File: config.mk
export PLATFORM = sky130hd
export DESIGN_NAME = axi4_lite_regfile_slave
export DESIGN_NICKNAME = d
export VERILOG_FILES = /design/src/rtl/axi4_lite_pkg.sv /design/src/rtl/axi4_lite_addr_decode.sv /design/src/rtl/axi4_lite_regfile_slave.sv
export SDC_FILE = /design/constraint.sdc
export NUM_CORES = 1
export LEC_CHECK = 0
export ABC_CLOCK_PERIOD_IN_PS = 28800
export BUFFER_PORTS_ARGS = -buffer_cell sky130_fd_sc_hd__buf_2
export CELL_PAD_IN_SITES_DETAIL_PLACEMENT = 1
export CELL_PAD_IN_SITES_GLOBAL_PLACEMENT = 2
export CORE_AREA = 2 2 466 468
export CTS_CLUSTER_DIAMETER = 30
export DETAILED_ROUTE_END_ITERATION = 8
export DIE_AREA = 0 0 468 470
export PLACE_DENSITY_LB_ADDON = 0.1
export SLEW_MARGIN = 25
export SYNTH_ARGS = -nofsm -noshare
export SYNTH_HDL_FRONTEND = slang
export SYNTH_SLANG_ARGS = --single-unit
export TNS_END_PERCENT = 10
File: constraint.sdc
create_clock -name ACLK -period 28.8 [get_ports ACLK]
set_clock_uncertainty 0.15 [all_clocks]
set_input_delay 2.88 -clock ACLK [delete_from_list [all_inputs] [get_ports ACLK]]
set_output_delay 2.88 -clock ACLK [all_outputs]
set_load 0.05 [all_outputs]
File: src/rtl/axi4_lite_pkg.sv
// Shared types and helpers for the AXI4-Lite register file slave.
// Response codes, read FSM states and the byte-lane merge used on writes.
package axi4_lite_pkg;

  typedef enum logic [1:0] {
    OKAY   = 2'b00,
    EXOKAY = 2'b01,
    SLVERR = 2'b10,
    DECERR = 2'b11
  } resp_t;

  typedef enum logic [0:0] {
    R_IDLE = 1'b0,
    R_DATA = 1'b1
  } rd_state_t;

  // Sized for the widest supported bus (64 bits); narrower callers zero-extend.
  function automatic logic [63:0] strb_merge(input logic [63:0] old_val,
                                             input logic [63:0] new_val,
                                             input logic [7:0]  strb);
    logic [63:0] merged;
    for (int b = 0; b < 8; b++) begin
      merged[b*8 +: 8] = strb[b] ? new_val[b*8 +: 8] : old_val[b*8 +: 8];
    end
    return merged;
  endfunction

endpackage

File: src/rtl/axi4_lite_addr_decode.sv
// Combinational address decode: word index, range check and read-only lookup.
// Low address bits below the word size are ignored, so unaligned accesses alias.
module axi4_lite_addr_decode #(
  parameter int DATA_WIDTH = 32,
  parameter int ADDRESS = 32,
  parameter int NUM_REGS = 16,
  parameter int IDX_W = 4,
  parameter logic [NUM_REGS-1:0] RO_MASK = '0
) (
  input  logic [ADDRESS-1:0] addr,
  output logic [IDX_W-1:0]   index,
  output logic               in_range,
  output logic               is_ro
);
  import axi4_lite_pkg::*;

  localparam int LSB = $clog2(DATA_WIDTH / 8);
  localparam int PAD = 1 << IDX_W;
  // Padding to a power of two keeps the mask lookup in bounds for any index value.
  localparam logic [PAD-1:0] RO_PAD = PAD'(RO_MASK);

  logic [ADDRESS-1:0] word;

  assign word     = addr >> LSB;
  assign index    = word[IDX_W-1:0];
  assign in_range = (word < ADDRESS'(NUM_REGS));
  assign is_ro    = in_range && RO_PAD[index];

endmodule

File: src/rtl/axi4_lite_regfile_slave.sv
// AXI4-Lite register file: NUM_REGS words, read-write or read-only per RO_MASK.
// AW/W are buffered independently and commit together once the B slot is free.
module axi4_lite_regfile_slave
  import axi4_lite_pkg::*;
#(
  parameter int DATA_WIDTH = 32,
  parameter int ADDRESS = 32,
  parameter int NUM_REGS = 16,
  parameter logic [NUM_REGS-1:0] RO_MASK = '0,
  parameter logic [DATA_WIDTH-1:0] RESET_VAL = '0
) (
  input  logic                           ACLK,
  input  logic                           ARESET,
  input  logic [ADDRESS-1:0]             S_AWADDR,
  input  logic                           S_AWVALID,
  output logic                           S_AWREADY,
  input  logic [DATA_WIDTH-1:0]          S_WDATA,
  input  logic [DATA_WIDTH/8-1:0]        S_WSTRB,
  input  logic                           S_WVALID,
  output logic                           S_WREADY,
  output logic [1:0]                     S_BRESP,
  output logic                           S_BVALID,
  input  logic                           S_BREADY,
  input  logic [ADDRESS-1:0]             S_ARADDR,
  input  logic                           S_ARVALID,
  output logic                           S_ARREADY,
  output logic [DATA_WIDTH-1:0]          S_RDATA,
  output logic [1:0]                     S_RRESP,
  output logic                           S_RVALID,
  input  logic                           S_RREADY,
  input  logic [NUM_REGS*DATA_WIDTH-1:0] ro_in,
  output logic [NUM_REGS*DATA_WIDTH-1:0] regs_out,
  output logic [NUM_REGS-1:0]            wr_stb
);

  localparam int STRB_W = DATA_WIDTH / 8;
  localparam int IDX_W  = (NUM_REGS > 1) ? $clog2(NUM_REGS) : 1;

  logic                  rst_done_reg;
  logic                  aw_full_reg, w_full_reg;
  logic [ADDRESS-1:0]    aw_addr_reg;
  logic [DATA_WIDTH-1:0] w_data_reg;
  logic [STRB_W-1:0]     w_strb_reg;
  logic                  bvalid_reg;
  resp_t                 bresp_reg, wr_resp;
  logic [NUM_REGS-1:0]   wr_stb_reg, stb_hit;
  rd_state_t             rd_state_reg;
  logic [DATA_WIDTH-1:0] rdata_reg, rd_word;
  resp_t                 rresp_reg;
  logic [NUM_REGS*DATA_WIDTH-1:0] regs_flat;

  logic [IDX_W-1:0] wr_idx, rd_idx;
  logic             wr_in_range, wr_is_ro, rd_in_range, rd_is_ro;
  logic             commit;

  axi4_lite_addr_decode #(
    .DATA_WIDTH(DATA_WIDTH), .ADDRESS(ADDRESS), .NUM_REGS(NUM_REGS),
    .IDX_W(IDX_W), .RO_MASK(RO_MASK)
  ) u_wr_dec (
    .addr(aw_addr_reg), .index(wr_idx), .in_range(wr_in_range), .is_ro(wr_is_ro)
  );

  axi4_lite_addr_decode #(
    .DATA_WIDTH(DATA_WIDTH), .ADDRESS(ADDRESS), .NUM_REGS(NUM_REGS),
    .IDX_W(IDX_W), .RO_MASK(RO_MASK)
  ) u_rd_dec (
    .addr(S_ARADDR), .index(rd_idx), .in_range(rd_in_range), .is_ro(rd_is_ro)
  );

  // Readies stay low until the first edge after reset release.
  assign S_AWREADY = rst_done_reg && !aw_full_reg;
  assign S_WREADY  = rst_done_reg && !w_full_reg;
  assign S_ARREADY = rst_done_reg && (rd_state_reg == R_IDLE);
  assign S_BVALID  = bvalid_reg;
  assign S_BRESP   = bresp_reg;
  assign S_RVALID  = (rd_state_reg == R_DATA);
  assign S_RDATA   = rdata_reg;
  assign S_RRESP   = rresp_reg;
  assign wr_stb    = wr_stb_reg;
  assign regs_out  = regs_flat;

  assign commit = aw_full_reg && w_full_reg && !bvalid_reg;

  always_comb begin
    wr_resp = OKAY;
    if (!wr_in_range)  wr_resp = DECERR;
    else if (wr_is_ro) wr_resp = SLVERR;
  end

  genvar gi;
  generate
    for (gi = 0; gi < NUM_REGS; gi++) begin : g_reg
      assign stb_hit[gi] = commit && wr_in_range && !wr_is_ro && (wr_idx == IDX_W'(gi));
      if (RO_MASK[gi]) begin : g_ro
        assign regs_flat[gi*DATA_WIDTH +: DATA_WIDTH] = '0;
      end else begin : g_rw
        logic [DATA_WIDTH-1:0] q_reg;
        always_ff @(posedge ACLK or posedge ARESET) begin
          if (ARESET) begin
            q_reg <= RESET_VAL;
          end else if (stb_hit[gi]) begin
            q_reg <= DATA_WIDTH'(strb_merge(64'(q_reg), 64'(w_data_reg), 8'(w_strb_reg)));
          end
        end
        assign regs_flat[gi*DATA_WIDTH +: DATA_WIDTH] = q_reg;
      end
    end
  endgenerate

  always_ff @(posedge ACLK or posedge ARESET) begin
    if (ARESET) begin
      rst_done_reg <= 1'b0;
      aw_full_reg  <= 1'b0;
      w_full_reg   <= 1'b0;
      aw_addr_reg  <= '0;
      w_data_reg   <= '0;
      w_strb_reg   <= '0;
      bvalid_reg   <= 1'b0;
      bresp_reg    <= OKAY;
      wr_stb_reg   <= '0;
    end else begin
      rst_done_reg <= 1'b1;
      wr_stb_reg   <= stb_hit;
      if (commit) begin
        aw_full_reg <= 1'b0;
        w_full_reg  <= 1'b0;
        bvalid_reg  <= 1'b1;
        bresp_reg   <= wr_resp;
      end else if (bvalid_reg && S_BREADY) begin
        bvalid_reg <= 1'b0;
      end
      if (S_AWVALID && S_AWREADY) begin
        aw_full_reg <= 1'b1;
        aw_addr_reg <= S_AWADDR;
      end
      if (S_WVALID && S_WREADY) begin
        w_full_reg <= 1'b1;
        w_data_reg <= S_WDATA;
        w_strb_reg <= S_WSTRB;
      end
    end
  end

  // Register contents are sampled before this edge's commit lands, so a
  // colliding read returns the pre-write value.
  always_comb begin
    rd_word = '0;
    if (rd_in_range) begin
      rd_word = rd_is_ro ? ro_in[rd_idx*DATA_WIDTH +: DATA_WIDTH]
                         : regs_flat[rd_idx*DATA_WIDTH +: DATA_WIDTH];
    end
  end

  always_ff @(posedge ACLK or posedge ARESET) begin
    if (ARESET) begin
      rd_state_reg <= R_IDLE;
      rdata_reg    <= '0;
      rresp_reg    <= OKAY;
    end else begin
      case (rd_state_reg)
        R_IDLE: begin
          if (S_ARVALID && S_ARREADY) begin
            rd_state_reg <= R_DATA;
            rdata_reg    <= rd_word;
            rresp_reg    <= rd_in_range ? OKAY : DECERR;
          end
        end
        R_DATA: begin
          if (S_RREADY) rd_state_reg <= R_IDLE;
        end
        default: rd_state_reg <= R_IDLE;
      endcase
    end
  end

endmodule
Word-level counts from Yosys, hierarchy flattened
Memories as Yosys holds them, arrays and structs flattened. Index checks and enable logic that the tools add are counted.

Word-level logic and storage cells: 217. Memory bits (read-only): 32. Input port bits: 619. Memories: 2. Bits in registers: 637. Output and inout bits: 569.

Multiplexer cells: 15. Shift operators: 2. Bitwise logic cells: 1. $lt $le $gt $ge: 4. Reductions and logical operators: 102. Eq/ne operators: 15.

Memories: (name not given) (words 16, width 1, read ports 1, clocked after memory_dff 0, write ports 0, line axi4_lite_addr_decode.sv:27) `assign is_ro = in_range && RO_PAD[index];`; (name not given) (words 16, width 1, read ports 1, clocked after memory_dff 0, write ports 0, line axi4_lite_addr_decode.sv:27).

Operator list (number): 512-bit by 10-bit variable part select with 32-bit output (2); 2-bit AND reduction (65); 32-bit 2-to-1 mux (2); 30-bit by 5-bit less-than comparator with 1-bit output (second input constant) (2); 4-bit == test (second input constant) (8); 1-bit logical AND (29); 4-bit by 3-bit == test with 1-bit output (second input constant) (4); 4-bit by 5-bit less-than comparator with 1-bit output (second input constant) (2); 1-bit 2-to-1 mux (9); 4-bit by 2-bit == test with 1-bit output (second input constant) (2); 2-bit 2-to-1 mux (3); 2-bit nonzero test (3); 4-bit by 1-bit == test with 1-bit output (second input constant) (1); 1-bit logical NOT (4); 4-bit logical NOT (1); 1-bit one-hot mux with 2 select lines (1); 1-bit NOT (1).

Depth between registers and ports, before layout
Gate-level depths: netlist of the first run.

Depth after elaboration: 7. Depth in mapped cells: 7. Depth with buffers taken out: 4.

By module
From an unflattened synthesis of the first run, not the netlist that was laid out.

Cells, all modules: 2336. Area total of the unflattened synthesis: 32586.3 um2.

Modules (own cells, without submodules): axi4_lite_regfile_slave (times used 1, cells an instance 2304, area each 32391.1 um2, sequential area each 15915.3 um2); axi4_lite_addr_decode (times used 2, cells an instance 16, area each 97.6 um2, sequential area each 0.0 um2).

Least setup slack after synthesis of the first run
OpenSTA, ideal clock, no wires.

Path kind: input to register. Start: input S_ARADDR[2]. End: register rdata_reg[10] (netlist: S_RDATA[10]). Data arrival time: 4.651 ns. Required time: 28.529 ns. Cell stages on the path: 6. Path buffers: 2. Slack: 23.878 ns. Library setup time: 0.121 ns. Path through: clkbuf_1 buf_1 mux4_2 a22oi_1 nand2_1 a22o_1.

Longest elaborated chain between the ends: 5. Elaborated cells between the ends (all ways): 8. Classes of those cells: order compare: 1; shift: 2; mux: 3; reduce/logical: 1; memory: 1.

Ends and longest elaborated chain: from (decl) (line axi4_lite_regfile_slave.sv:24) `input logic [ADDRESS-1:0] S_ARADDR,`; parallel branches: the longest is 4 deep, another holds 512-bit by 10-bit variable part select with 32-bit output; 32-bit 2-to-1 mux (*) (line axi4_lite_regfile_slave.sv:148) `if (rd_in_range) begin`; to (signal assigned) (line axi4_lite_regfile_slave.sv:164) `rdata_reg <= rd_word;`; to (decl) (line axi4_lite_regfile_slave.sv:48) `logic [DATA_WIDTH-1:0] rdata_reg, rd_word;`.

Mark *: on every way between the ends. The select of a mux whose other input is x is not followed. A chain may end at the register's enable or synchronous reset.

Final worst setup path of the first run
Start: input S_ARADDR[2]. End: register rdata_reg[27] (netlist: S_RDATA[27]).

The elaborated chain is that of the path after synthesis.

==> flow_summary.yaml, run 1 <==
setup_path:
  startpoint_type: "input pin"
  crit_required_ps: 29340
  cp_slowest_cell: "buf_4"
  r2r_slack_ps: 25310
  worstSetupPathDepth: 7
  r2r-end: "g_reg[2].g_rw.q_reg[24]"
  max_stage_delay_ps: 780
  path_cells: "buf_8, buf_4, buf_4, mux4_2, a22oi_1, nand2_1, a22o_1"
  worst_ep_arrival_time_ps: 5960
  cp_num_buf_inv: 3
  r2r_start: "aw_addr_reg[6]"
  path_max_fanout: 50
  path_class: "in2reg"
  endpoint: "S_RDATA[27]"
  critPathLaunch: "S_ARADDR[2]"
  crit_top_cell: "buf_4"
  reg2reg_depth: 6
  path_delay_family: "buffers and inverters"
  crit_path_end_kind: "register"
grt:
  grt_pass1_wl_um: 210000
  grt.total_usage_pct: 13.9
  antenna_found_initial: 10
  grt_pass1_vias: 23700
  grt_max_degree: 149
  grt-ovfl-total: 0
timing:
  min_period_over_period_pct: 18.8
  rsz0062_at_grt: "no"
  drv_slew: 0
  fin_crit_ps: 5420
  whs_ps: 351
  fin_tns_setup_ps: 0
  hold_violations: 0
  tightest_slew_ps: 1020
  max_freq_mhz: 184
  slew_headroom_pct: 31.7
  setup_viol: 0
yosys:
  synth-simple-area-share_pct: 5.71
  synth_warnings: 0
  synth_nets: 2402
  synth-compound-area-share_pct: 2.76
  ys_top_cells_by_area: "dfrtp_1, mux2_2, mux4_2, nor4_4, a22oi_1"
  ys_types: 34
  synth_commonest_cells: "dfrtp_1, mux2_2, mux4_2"
  synth_edf_count: 0
  synth_flop_cell: "dfrtp_1"
  syn_inst: 1783
  synth_top_area_share_pct: 56.2
  synth-adder-area-share_pct: 0
  synth_xor_xnor_area_share_pct: 0
  synth.cell_area_um2: 28200
  yosysMostFrequentCell: "dfrtp_1"
  ys_ff_latch: 633
  yosysSeqAreaShare_pct: 56.2
  synth-async-reset-ratio_pct: 100
  synth_top_family_by_area: "multiplexers"
  synth.area.mux_share_pct: 33.4
  synth_top_area_cell: "dfrtp_1"
  avgSynthCellArea_um2: 15.8
cts:
  htreeDepth: 4
  cts_buffers: 225
  clock_sink_count: 633
  cts_resized: 0
  clock_path_buffers: 3
  cts_tree: "yes"
  post_cts_buffers: 0
  clock_latency_ps: 830
  postCtsHoldBufs: 0
  clockRootBuffer: "clkbuf_16"
  clk_pin_slew_ps: 40
final_layout:
  layout-drive-gt1-share_pct: 66.5
  largest_reg_flops: 512
  nets: 3269
  fill_cells: 23900
  syn_to_final_growth_pct: 52.8
place:
  dp_hpwl_um: 104000
  port_buffers: 671
  place_congestion: 0.724
power_and_ir_drop:
  power.density_nw_per_um2: 86.0
  total_power_w: 0.00370
  vdd_ir_drop_max_uv: 57.1
  p_leak_nw: 21.6
die:
  die_width_um: 468
  rows: 171
  die_area_um2: 220000
  start_util_pct: 13.1
  core_um2: 216000
  num_io_pins: 1188
  die_h_um: 470
drt:
  ant_nets: 0
  post_drt_wl_per_cell_um: 27.1
  viasPerCell: 3.64
  highest_layer: "met4"
  drc_errors: 0
  first_iter_violations: 838
  route.met3.wl_um: 14300
  wl_met1_um: 62900
  routed-wl-met2_um: 71700
  num_vias: 20700
  wirelength_um: 154000
  firstDrtPassIters: 6
hold_path:
  worstHoldPathType: "reg2reg"
  hold_depth: 1
status:
  status: "finished clean"
job:
  maxCapViolCount: 0
kinds of logic (layout without fill, tap and decap cells):
group | Yosys count | in the layout
mux | 709 | 709
flops | 633 | 633
simple gates | 212 | 212
buf+inv | 128 | 1181
compound gates | 100 | 100
other cells | 1 | 6
final cells by class:
type,instances,area [um^2],share of cell area [%]
Inverter,5,26.3,0.0611
Timing Repair Buffer,763,4120,9.57
Tap cell,2854,3570,8.30
Multi-Input combinational cell,1022,11900,27.6
Antenna cell,5,12.5,0.0291
Sequential cell,633,15800,36.8
Clock buffer,341,6790,15.8
Clock inverter,72,782,1.82
worst min-delay path by stage:
| stage | from | to | slack [ps] |
|---|---|---|---|
| floorplan | aw_addr_reg[11] | aw_addr_reg[11] | 330 |
| global placement | S_RDATA[25] | S_RDATA[25] | 340 |
| detailed placement | S_RDATA[2] | S_RDATA[2] | 340 |
| CTS | aw_addr_reg[12] | aw_addr_reg[12] | 350 |
| global route | S_RDATA[8] | S_RDATA[8] | 370 |
| finish | S_RDATA[14] | S_RDATA[14] | 350 |
worst register-to-register path: cells and delay by family, from the launching register on:
kind / cells / cell delay (ps)
and+or+nand+nor: 3 / 1650
buffers and inverters: 2 / 880
muxes: 1 / 290
DFF: 1 / 390
cell usage in the layout, fill, tap and decap left out, types with 7 or more instances in the layout:
master and n:
buf_4 83, bufinv_16 10, nor2_1 37, nand2_1 38
nor4_1 11, nand4_1 36, mux2_2 578, nor4_4 32
mux4_2 128, buf_6 7, a22oi_1 62, and3_1 16
dfrtp_1 633, clkbuf_16 227, clkinv_2 51, a22o_1 32
nand3b_1 8, clkbuf_8 69, buf_2 669, clkbuf_1 46
layer usage:
layer	up-vias	GRT usage (%)
met2	791	22.2
met4	0	5.46
met1	11000	16.4
met3	256	5.84
li1	8658	-
met5	-	0
stage by stage:
stage	cell area, um^2	cells	utilization, %	setup WS, ps
after CTS	43000	5690	19.9	23140
after global placement	35400	5271	16.4	22330
after floorplan	28200	1783	-	8040
after detailed placement	35400	5277	16.4	22230
after global routing	43000	5693	20.0	23160
final	43000	5695	20.0	23380
where the power goes:
part           leakage (nW)  switching [W]  internal [W]
logic                  9.15       0.000157     0.0000810
registers              8.68       0.000152      0.000941
clock network          3.78       0.000690       0.00168
Note: power is estimated with default switching activity, not from simulation.
==> run 2, diff against run 1 <==
ABC_CLOCK_PERIOD_IN_PS = 4500   (was 28800)
CORE_AREA = 2 2 469 471   (was 2 2 466 468)
DIE_AREA = 0 0 471 473   (was 0 0 468 470)
clock period = 4.5 ns   (was 28.8 ns; I/O delays follow)
==> flow_summary.yaml, run 2 (synthesis gave the netlist of run 1 again) <==
drt:
  ant_nets: 0
  firstDrtPassIters: 4
  post_drt_wl_per_cell_um: 27.2
  drc_errors: 0
  viasPerCell: 3.64
  num_vias: 21200
  wirelength_um: 159000
  first_iter_violations: 693
die:
  num_io_pins: 1188
  die_area_um2: 223000
  core_um2: 218000
  die_h_um: 473
  rows: 172
  start_util_pct: 12.9
  die_width_um: 471
place:
  placed_cell_area_um2: 35800
  port_buffers: 671
  place_congestion: 0.733
  dp_hpwl_um: 109000
power_and_ir_drop:
  p_leak_nw: 22.3
  power.density_nw_per_um2: 553
  p_seq_share_pct: 28.3
  p_switching_w: 0.00663
  internal-power_w: 0.0180
  vdd_ir_drop_max_uv: 364
  p_comb_share_pct: 6.7
  p_clk_share_pct: 65.0
  switching_share_pct: 26.9
timing:
  fin_crit_ps: 3140
  max_freq_mhz: 318
  fin_tns_setup_ps: 0
  setup_viol: 0
  hold_violations: 0
  drv_slew: 0
  slew_headroom_pct: 35.1
  rsz0062_at_grt: "no"
  min_period_over_period_pct: 69.9
  tightest_slew_ps: 973
cts:
  htreeDepth: 4
  postCtsHoldBufs: 71
  cts_resized: 0
  post_cts_buffers: 0
  clock_path_buffers: 3
  clk_pin_slew_ps: 40
  cts_tree: "yes"
  clockRootBuffer: "clkbuf_16"
  clock_latency_ps: 860
  cts_buffers: 236
  clock_sink_count: 633
final_layout:
  layout_common_cells: "buf_2, dfrtp_1, mux2_2"
  syn_to_final_growth_pct: 58.4
  nets: 3378
  layout-drive-gt1-share_pct: 65.2
  final_util_pct: 20.4
  postLayoutCellArea_um2: 44600
  largest_reg_flops: 512
  layout_commonest_cell: "buf_2"
setup_path:
  cp_num_buf_inv: 3
  crit_required_ps: 5070
  path_class: "reg2reg"
  path_delay_family: "buffers and inverters"
  max_stage_delay_ps: 490
  path_cells: "nor4_1, nand4_1, buf_4, buf_4, nor4_4, buf_4, mux2_2"
  worst_ep_arrival_time_ps: 3720
  crit_path_end_kind: "register"
  startpoint_type: "register"
  cp_slowest_cell: "nor4_1"
  crit_top_cell: "buf_4"
  path_max_fanout: 19
status:
  status: "finished clean"
grt:
  grt_max_degree: 145
  grt_pass1_vias: 24500
  grt_pass1_wl_um: 217000
  grt-ovfl-total: 0
  grt.total_usage_pct: 14.1
  antenna_found_initial: 15
hold_path:
  worstHoldPathType: "in2async"
job:
  maxCapViolCount: 0
run 2: cell types whose count changed in the layout (fill, tap and decap cells not counted), moves of 4 or more:
cell | before | now
dlygate4sd3_1 | 0 | 71
buf_4 | 83 | 103
clkinv_2 | 51 | 38
buf_12 | 2 | 14
clkbuf_16 | 227 | 237
clkbuf_8 | 69 | 78
buf_6 | 7 | 0
clkbuf_1 | 46 | 53
clkinv_16 | 4 | 8
run 2: area by class of cell:
class	instances	area [um^2]
flip-flops and latches	633	15800
diodes	5	12.5
clock buffers	367	7190
repair buffers	861	5200
multi-input cells	1022	11900
well taps	2871	3590
fillers	24100	174000
clock inverters	65	873
inverters	5	22.5
run 2: per-layer routing:
layer | part of all wire (%) | track usage [%] | vias up
li1 | - | - | 8863
met1 | 42 | 17.0 | 11300
met2 | 47 | 23.0 | 791
met3 | 8.6 | 5.56 | 248
met4 | 2.5 | 4.27 | 0
met5 | 0 | 0 | -
run 2: path summary, 6_finish.rpt:
check,cells after the start,to,start,slack [ps]
setup / recovery,7,g_reg[8].g_rw.q_reg[5],aw_addr_reg[6],1360
hold / removal,3,g_reg[11].g_rw.q_reg[28],ARESET,70
setup reg to reg,7,g_reg[8].g_rw.q_reg[5],aw_addr_reg[6],1360
hold reg to reg,1,S_RDATA[29],S_RDATA[29],350
max in group asynchronous,5,g_reg[5].g_rw.q_reg[16],ARESET,2840
min in group ACLK,4,S_RDATA[30],S_ARADDR[5],120
run 2: worst reg2reg max path: cells and delay by family, from the launching register on:
family	cells	cell delay (ps)
simple gates	3	980
mux	1	390
flops	1	370
buf+inv	3	1130
run 2: power by group through the flow:
| stage | combinational, W | sequential (W) | clock, W |
|---|---|---|---|
| final | 0.00165 | 0.00698 | 0.0160 |
| after global routing | 0.00180 | 0.00711 | 0.0168 |
| after CTS | 0.00172 | 0.00701 | 0.0165 |
| after detailed placement | 0.00166 | 0.00708 | 0 |
| after global placement | 0.00162 | 0.00704 | 0 |
| after floorplan | 0.00138 | 0.00638 | 0 |
run 2: through the flow:
step | total power (W) | worst slack (ps) | cells | hold slack, ps
floorplan | 0.00775 | -4740 | 1783 | 330
CTS | 0.0252 | 1180 | 5823 | 4.07
global route | 0.0257 | 1090 | 5828 | 4.04
finish | 0.0247 | 1360 | 5829 | 67.3
detailed placement | 0.00874 | 1140 | 5320 | 340
global placement | 0.00866 | 1240 | 5318 | 338
